`config.mk`:
```
export PLATFORM = sky130hd
export DESIGN_NAME = stopwatch_ctrl
export DESIGN_NICKNAME = d
export VERILOG_FILES = /design/src/rtl/stopwatch_ctrl.sv
export SDC_FILE = /design/constraint.sdc
export NUM_CORES = 1
export LEC_CHECK = 0
export CORE_UTILIZATION = 29
export CTS_BUF_LIST = sky130_fd_sc_hd__clkbuf_8
export CTS_CLUSTER_SIZE = 14
export DETAILED_ROUTE_END_ITERATION = 6
export HOLD_SLACK_MARGIN = 0.06
export PLACE_DENSITY_LB_ADDON = 0.1
export SLEW_MARGIN = 20
export SYNTH_ARGS = -nofsm -noshare
export SYNTH_HDL_FRONTEND = slang
export SYNTH_SLANG_ARGS = --single-unit
export TNS_END_PERCENT = 1
```
`constraint.sdc`:
```
create_clock -name clock -period 2.85 [get_ports clock]
set_clock_uncertainty 0.15 [all_clocks]
set_input_delay 0.285 -clock clock [delete_from_list [all_inputs] [get_ports clock]]
set_output_delay 0.285 -clock clock [all_outputs]
set_load 0.05 [all_outputs]
```
`src/rtl/stopwatch_ctrl.sv`:
```
// Stopwatch control: button debounce plus run/pause/lap sequencer driving tick, clear and freeze.
// Defining LAP_COUNT_EN adds a 0..9 lap counter output (lap_count).

module stopwatch_debounce #(
  parameter int DEBOUNCE_CYCLES = 1000000,
  parameter int CNT_W = $clog2(DEBOUNCE_CYCLES + 1)
) (
  input  logic clock,
  input  logic reset,
  input  logic raw,
  output logic press
);
  logic [1:0]       sync;
  logic [CNT_W-1:0] cnt;
  logic             level, level_q;

  always_ff @(posedge clock or posedge reset) begin
    if (reset) begin
      sync    <= '0;
      cnt     <= '0;
      level   <= 1'b0;
      level_q <= 1'b0;
      press   <= 1'b0;
    end else begin
      sync    <= {sync[0], raw};
      level_q <= level;
      press   <= level & ~level_q;
      // any sample matching the accepted level restarts the stability window
      if (sync[1] == level)
        cnt <= '0;
      else if (cnt == CNT_W'(DEBOUNCE_CYCLES - 1)) begin
        level <= sync[1];
        cnt   <= '0;
      end else
        cnt <= cnt + 1'b1;
    end
  end
endmodule

module stopwatch_ctrl #(
  parameter int TICK_DIV        = 50000000,
  parameter int DEBOUNCE_CYCLES = 1000000,
  parameter int PRE_W           = 26
) (
  input  logic       clock,
  input  logic       reset,
  input  logic       btn_start_stop,
  input  logic       btn_lap_reset,
  output logic       tick,
  output logic       clear,
  output logic       freeze,
  output logic       running,
  output logic [1:0] state
`ifdef LAP_COUNT_EN
  ,
  output logic [3:0] lap_count
`endif
);
  typedef enum logic [1:0] {IDLE = 2'd0, RUNNING = 2'd1, LAP = 2'd2, PAUSED = 2'd3} state_t;

  state_t           state_q, state_d;
  logic [1:0]       btn, press;
  logic             ss, lr, clear_d, freeze_d, run_st, pre_term;
  logic [PRE_W-1:0] pre;

  assign btn = {btn_lap_reset, btn_start_stop};

  stopwatch_debounce #(.DEBOUNCE_CYCLES(DEBOUNCE_CYCLES)) u_db [1:0] (
    .clock(clock), .reset(reset), .raw(btn), .press(press)
  );

  // start_stop wins a same-cycle collision
  assign ss       = press[0];
  assign lr       = press[1] & ~press[0];
  assign run_st   = (state_q == RUNNING) || (state_q == LAP);
  assign pre_term = run_st && (pre == PRE_W'(TICK_DIV - 1));
  assign state    = state_q;

  always_ff @(posedge clock or posedge reset) begin
    if (reset) begin
      state_q <= IDLE;
      tick    <= 1'b0;
      clear   <= 1'b0;
      freeze  <= 1'b0;
      running <= 1'b0;
    end else begin
      state_q <= state_d;
      tick    <= pre_term;
      clear   <= clear_d;
      freeze  <= freeze_d;
      running <= (state_d == RUNNING) || (state_d == LAP);
    end
  end

  always_comb begin
    state_d = state_q;
    case (state_q)
      IDLE:    if (ss) state_d = RUNNING;
      RUNNING: if (ss) state_d = PAUSED; else if (lr) state_d = LAP;
      LAP:     if (ss) state_d = PAUSED; else if (lr) state_d = RUNNING;
      PAUSED:  if (ss) state_d = RUNNING; else if (lr) state_d = IDLE;
      default: state_d = IDLE;
    endcase
  end

  always_comb begin
    clear_d  = 1'b0;
    freeze_d = freeze;
    case (state_q)
      IDLE:    if (lr) clear_d = 1'b1;
      RUNNING: if (lr) freeze_d = 1'b1;
      LAP:     if (ss || lr) freeze_d = 1'b0;
      PAUSED:  if (lr) clear_d = 1'b1;
      default: freeze_d = 1'b0;
    endcase
  end

  // PAUSED holds the count so a resume continues the partial second
  always_ff @(posedge clock or posedge reset) begin
    if (reset)
      pre <= '0;
    else if (pre_term)
      pre <= '0;
    else if (run_st)
      pre <= pre + 1'b1;
    else if (state_q == IDLE || (state_q == PAUSED && lr))
      pre <= '0;
  end

`ifdef LAP_COUNT_EN
  always_ff @(posedge clock or posedge reset) begin
    if (reset)
      lap_count <= 4'd0;
    else if (clear_d)
      lap_count <= 4'd0;
    else if (state_q == RUNNING && state_d == LAP)
      lap_count <= (lap_count == 4'd9) ? 4'd0 : lap_count + 4'd1;
  end
`endif
endmodule

```
==> metrics.md, run 1 <==
| Metric | Value |
|---|---|
| Status | complete, no violations |
| Initial antenna violation count | 0 |
| # nets final | 444 |
| Min-Delay Path Class | in2async |
| Average routed wire per standard cell | 13.7 um |
| Synth Net Count | 430 |
| Floorplan core area | 0.0138 mm^2 |
| Layout area overhead | 13.7% |
| Share of cells above drive strength 1 | 7.76% |
| CP required | 2950 ps |
| First-pass GRT wire length | 15100 um |
| R2r endpoint | pre[20] |
| Fin crit share | 81.2% |
| Area leader, netlist | dfrtp_1 |
| Die Y-Extent | 121 um |
| Vias | 2975 |
| Netlist cell types | 55 |
| Vias per cell | 4.81 |
| Power Dens Cells | 468 mW/mm^2 |
| WL final | 8470 um |
| Reg2reg start | pre[0] |
| Final cell count without fillers | 618 |
| EDFF count, synth | 0 |
| GR Util met3 | 4.25% |
| DP HPWL | 5580 um |
| Mapped cell area | 0.00410 mm^2 |
| Compound-Gate Fraction of Synth Area | 10.1% |
| Highest attainable clock frequency | 432 MHz |
| R2R Setup Slk | 540 ps |
| Share of synthesized area spent on multiplexers | 1.80% |
| M2 GR Usage | 20.9% |
| Slowest CP cell | or4_1 |
| CTS Sinks | 82 |
| Main combinational cell family by area after synthesis | simple AND/OR/NAND/NOR gates |
| Post-Synthesis Mean Instance Area | 9.77 um^2 |
| CP peak stage delay | 680 ps |
| CTS root buf | clkbuf_8 |
| Reg2reg path depth | 6 |
| All-layer global routing usage | 13.3% |
| Hold Fails Final Rpt | 0 |
| Synth area leaders | dfrtp_1, nor2_1, xor2_1 |
| Cell Rows | 43 |
| Adder-Cell Fraction of Synth Area | 2.14% |
| Longest Clk Path Bufs | 2 |
| Crit Path Max Fanout | 6 |
| Unrepaired setup endpoints after global routing | no |
| Initial Utilization | 29.6% |
| Final Wtd Congestion | 0.722 |
| Number of global-route vias before repair | 3016 |
| Rel. slew slack | 57.9% |
| Worst-Skew Late Latency | 360 ps |
| Post-synthesis simple-gate area fraction | 24.5% |
| CTS tree | yes |
| Synth top area share | 50.1% |
| Flops & latches, synth | 82 |
| Antenna Nets Post-Route | 0 |
| GR peak layer | met2 |
| Die area | 0.0146 mm^2 |
| Ports | 10 |
| Yosys Warn Count | 0 |
| Final setup viols | 0 |
| Critical path class | reg2reg |
| I/O Buffers | 9 |
| CP startpoint kind | flip-flop |
| Grt ovf | 0 |
| Met1 Use GR | 17.0% |
| Post-Synth XOR/XNOR Area | 8.77% |
| Post-CTS Setup Bufs | 0 |
| N_diodes | 0 |
| Placed insts | 602 |
| Tightest Pin Transition | 630 ps |
| H-Tree Depth | 3 |
| Max-slew violations | 0 |
| Drt pass-1 iters | 4 |
| CP Data Arrival Time | 2420 ps |
| VDD IR max | 0.317 mV |
| Leakage power | 1.95 nW |
| Seq/Total Area, Yosys | 50.1% |
| TritonCTS buffer count | 9 |
| Crit end category | flip-flop |
| Cell Chain, Critical Path | ha_1 -> nand4_1 -> or4_1 -> nor2_1 -> a21boi_1 -> a21o_1 |
| Worst-path clk slew | 90 ps |
| Initial DRC Count | 153 |
| TNS Setup | 0 ps |
| Die W | 121 um |
| Main flop type after synthesis | dfrtp_1 |
| Syn Inst Count | 419 |
| # resized after CTS | 0 |
| Tmin final | 2310 ps |
| Post-synth ARST share | 100% |
| Max-capacitance violation count | 0 |
| Largest net degree at the start of global routing | 51 |
| Post-route DRC violation count | 0 |
| Hold buffers post-CTS | 0 |
[logic make-up after synthesis]
group	Yosys count
DFF	82
adders and majority gates	7
xor gates and xnor gates	41
AOI/OAI and AO/OA	59
buffers and inverters	26
and+or+nand+nor	197
muxes	7
[worst max-delay path by stage]
stage,startpoint,endpoint,cells past startpoint
after global routing,pre[0],pre[20],6
final,pre[0],pre[20],6
after detailed placement,pre[0],pre[20],6
after floorplan,reset,clear,1
after global placement,pre[0],pre[20],6
after CTS,pre[0],pre[20],6
[cells in the mapped netlist, types with 4 or more instances]
cell	count
a21o_1	4
a21oi_1	14
a22o_1	4
a31oi_1	9
and2_1	5
and3_1	10
and4_1	4
clkbuf_1	10
dfrtp_1	82
ha_1	7
inv_1	12
mux2i_1	4
nand2_1	41
nand2b_1	4
nand3_1	29
nand4_1	13
nor2_1	59
nor2b_1	5
nor4_1	7
o21ai_1	4
xnor2_1	19
xor2_1	22
[worst max-delay path: cells and delay by family, from the launching register on]
kind / cells / cell delay (ps)
compound gates: 2 / 280
fa+ha+maj: 1 / 220
flops: 1 / 400
simple gates: 3 / 1140
[flip-flops by register name, summed over array words and instances, names as in the netlist, 2 cells and up]
name,cells
state,2
u_db.level_q,2
u_db.sync,4
u_db.cnt,40
u_db.level,2
u_db.press,2
pre,26
[metrics by stage]
stage	utilization (%)	cell area [um^2]	worst slack [ps]	power (mW)	hold slack (ps)
after floorplan	-	4100	307	1.24	166
after global placement	32.1	4430	639	1.26	187
after detailed placement	32.1	4430	560	1.26	191
after CTS	33.7	4650	520	2.24	144
after global routing	33.7	4650	356	2.29	180
final	33.7	4650	536	2.18	151
[routing by layer]
layer | vias up | wire, um
met5 | - | 0
met4 | 0 | 103
met3 | 5 | 174
met2 | 27 | 3880
met1 | 1444 | 4320
li1 | 1499 | -
[cell usage in the layout (no fill, tap or decap), drive strengths merged, types with 3 or more instances in the layout]
cell type,instances
a21boi,3
a21o,4
a21oi,14
a22o,4
a31oi,9
a32oi,3
and2,5
and3,10
and4,4
buf,8
clkbuf,10
clkdlybuf4s50,9
dfrtp,82
ha,7
inv,13
mux2,3
mux2i,4
nand2,41
nand2b,4
nand3,29
nand4,13
nor2,59
nor2b,5
nor3,6
nor3b,3
nor4,8
o21ai,6
o311ai,4
xnor2,19
xor2,22
[where the power goes]
part	internal (mW)	switching, mW	total, mW
clock network	0.511	0.433	0.944
logic	0.0166	0.0400	0.0566
registers	1.17	0.00734	1.18
[area by class of cell]
| type | instances | area, um^2 |
|---|---|---|
| Tap cell | 180 | 225 |
| Clock buffer | 10 | 138 |
| Timing Repair Buffer | 17 | 175 |
| Multi-Input combinational cell | 311 | 1940 |
| Inverter | 12 | 46.3 |
| Fill cell | 1425 | 9170 |
| Sequential cell | 82 | 2050 |
| Clock inverter | 6 | 82.6 |
Power figures use the tool's default switching activity.
==> inputs of run 2 (changes only) <==
- clock period: 2.85 -> 2.1 ns (I/O delays scaled with it)
==> metrics.md, run 2 (synthesis results as in run 1) <==
| Metric | Value |
|---|---|
| Worst-Skew Late Latency | 360 ps (about the same) |
| CP required | 2210 ps (-740 ps) |
| Layout area overhead | 20.8% |
| Max reg flops | 40 (unchanged) |
| Crit Path Max Fanout | 17 (+11) |
| N_diodes | 0 (unchanged) |
| Hold Fails Final Rpt | 0 (unchanged) |
| Antenna Nets Post-Route | 0 (unchanged) |
| Die area | 0.0146 mm^2 (unchanged) |
| Most common cell after layout, fill and taps aside | dfrtp_1 |
| Combinational share of power | 3.1% (+0.5 points) |
| Status | finished with violations |
| Drt pass-1 iters | 6 (+2) |
| All-layer global routing usage | 13.2% (-0.066 points) |
| # nets final | 475 (+7.0%) |
| FILL cells | 1371 (-3.8%) |
| TritonCTS buffer count | 9 (unchanged) |
| Fin crit share | 100% (+19 points) |
| Buffers and inverters on the worst path | 1 (+1) |
| H-Tree Depth | 3 (unchanged) |
| Post-CTS Setup Bufs | 0 (unchanged) |
| CP Data Arrival Time | 2210 ps (-210 ps) |
| Internal power | 2.23 mW (+31%) |
| Tightest Pin Transition | 495 ps (-136 ps) |
| Power Dens Cells | 582 mW/mm^2 (+24%) |
| GR peak layer | met2 |
| Crit end category | flip-flop |
| Number of global-route vias before repair | 3001 (-0.50%) |
| Floorplan core area | 0.0138 mm^2 (unchanged) |
| Grt ovf | 0 (unchanged) |
| Longest Clk Path Bufs | 2 (unchanged) |
| Die W | 121 um (unchanged) |
| M2 GR Usage | 20.1% (-0.86 points) |
| CTS root buf | clkbuf_8 |
| Final Wtd Congestion | 0.746 (+3.3%) |
| Most frequent cells in the layout | dfrtp_1, nor2_1, nand2_1, buf_4, nand3_1 |
| Slowest CP cell | or4_4 |
| WL final | 8460 um (-0.19%) |
| Flop pwr share | 55.6% (+1.5 points) |
| Max-capacitance violation count | 0 (unchanged) |
| CP startpoint kind | flip-flop |
| Average routed wire per standard cell | 13.0 um (-5.0%) |
| GR Util met3 | 4.39% (+0.14 points) |
| Tmin final | 2110 ps (-208 ps) |
| CP peak stage delay | 550 ps (-130 ps) |
| DP HPWL | 5900 um (+5.6%) |
| Vias per cell | 4.79 (-0.55%) |
| TNS Setup | -6.50 ps (-6.50 ps) |
| Fin Hold WS | 134 ps (-17.1 ps) |
| Largest delay share family, worst path | simple AND/OR/NAND/NOR gates |
| Met1 Use GR | 17.2% (+0.20 points) |
| Largest regs | u_db.cnt: 40 flops, pre: 26 flops, u_db.sync: 4 flops |
| Die Y-Extent | 121 um (unchanged) |
| Failing checks | negative setup slack |
| Worst-path clk slew | 80 ps (about the same) |
| Switching share of power | 22.5% (+0.46 points) |
| Ports | 10 (unchanged) |
| Cell Rows | 43 (unchanged) |
| Leakage power | 2.12 nW (+8.5%) |
| VDD IR max | 0.491 mV (+55%) |
| Vias | 3107 (+4.4%) |
| Share of cells above drive strength 1 | 14.9% (+7.2 points) |
| I/O Buffers | 9 (unchanged) |
| Max-slew violations | 0 (unchanged) |
| Post-route DRC violation count | 0 (unchanged) |
| First-pass GRT wire length | 14800 um (-1.9%) |
| Cell Chain, Critical Path | or4_4 -> nor4_4 -> a21boi_2 -> buf_12 -> a21o_1 -> a22o_1 |
| Min-Delay Path Class | in2reg |
| Final setup viols | 1 (+1) |
| Rel. slew slack | 66.9% (+9.0 points) |
| Initial antenna violation count | 0 (unchanged) |
| CTS Sinks | 82 (unchanged) |
| CTS tree | yes |
| Clk pwr share | 41.3% (-2.0 points) |
| Final WS setup | -6.50 ps (-542 ps) |
| Initial DRC Count | 178 (+16%) |
| Critical path class | reg2reg |
| Largest net degree at the start of global routing | 45 (-12%) |
| Initial Utilization | 29.6% (unchanged) |
| Highest attainable clock frequency | 475 MHz (+9.9%) |
| Unrepaired setup endpoints after global routing | yes |
| Switch Pwr | 0.647 mW (+35%) |
| Total power | 2.88 mW (+32%) |
| Biggest register | u_db.cnt |
[run 2: cell count changes in the layout (fill, tap and decap cells not counted)]
cell           before  now
nor3_2              3    4
bufinv_16           2    1
buf_12              2    5
clkbuf_8           10   11
or4_1               1    0
clkinvlp_4          2    3
buf_4               6   32
dlygate4sd3_1       0    1
nor3_1              3    2
buf_6               0    1
nor4_1              7    4
or4_4               1    2
nor4_2              0    3
inv_1              13   12
[run 2: repair_timing]
| action | 4_1_cts | 5_1_grt |
|---|---|---|
| endpoints found under the hold margin | 13 | 0 |
| hold buffers | 1 | 0 |
| pin swaps | 1 | 3 |
| gates resized for setup | 2 | 4 |
| setup endpoints to repair | 6 | 42 |
[run 2: worst paths after layout]
| check | startpoint | end | slack [ps] | depth (start not counted) |
|---|---|---|---|---|
| setup / recovery | pre[8] | pre[3] | -6 | 6 |
| hold / removal | btn_start_stop | u_db[0].sync[0] | 130 | 1 |
| setup reg to reg | pre[8] | pre[3] | -6 | 6 |
| hold reg to reg | u_db[0].sync[0] | u_db[0].sync[1] | 200 | 0 |
| max in group asynchronous | reset | pre[18] | 680 | 4 |
| min in group asynchronous | reset | u_db[0].cnt[4] | 570 | 3 |
[run 2: stage by stage]
| stage | cells | instance area [um^2] | setup slack, ps | util, % |
|---|---|---|---|---|
| finish | 649 | 4950 | -6.50 | 35.8 |
| global route | 649 | 4950 | -124 | 35.8 |
| CTS | 649 | 4920 | -16.8 | 35.6 |
| detailed placement | 632 | 4700 | -2.37 | 34.0 |
| global placement | 632 | 4700 | 3.70 | 34.0 |
| floorplan | 419 | 4100 | -279 | - |
[run 2: metal layers]
| metal | share of wire (%) | vias up | wire length, um |
|---|---|---|---|
| met2 | 45 | 45 | 3780 |
| met3 | 3.3 | 5 | 283 |
| li1 | - | 1560 | - |
| met1 | 50 | 1497 | 4270 |
| met4 | 1.5 | 0 | 124 |
| met5 | 0 | - | 0 |
[run 2: power by group through the flow]
stage / logic, mW / registers [mW] / clock network, mW
detailed placement: 0.0931 / 1.63 / 0
CTS: 0.0950 / 1.60 / 1.25
global placement: 0.0938 / 1.63 / 0
floorplan: 0.0515 / 1.63 / 0
finish: 0.0898 / 1.60 / 1.19
global route: 0.106 / 1.60 / 1.31
[run 2: cell type report]
cell class / instances / area [um^2] / share of cell area [%]
repair buffers: 48 / 452 / 9.13
clock buffers: 11 / 151 / 3.06
multi-input cells: 311 / 1960 / 39.7
clock inverters: 5 / 53.8 / 1.09
well taps: 180 / 225 / 4.55
flip-flops and latches: 82 / 2050 / 41.5
inverters: 12 / 48.8 / 0.987
[run 2: worst reg2reg max path, stage by stage, from the launching register on]
cell and delay, ps:
dfrtp_1 390, or4_4 550, nor4_4 240, a21boi_2 150, buf_12 180, a21o_1 160, a22o_1 170
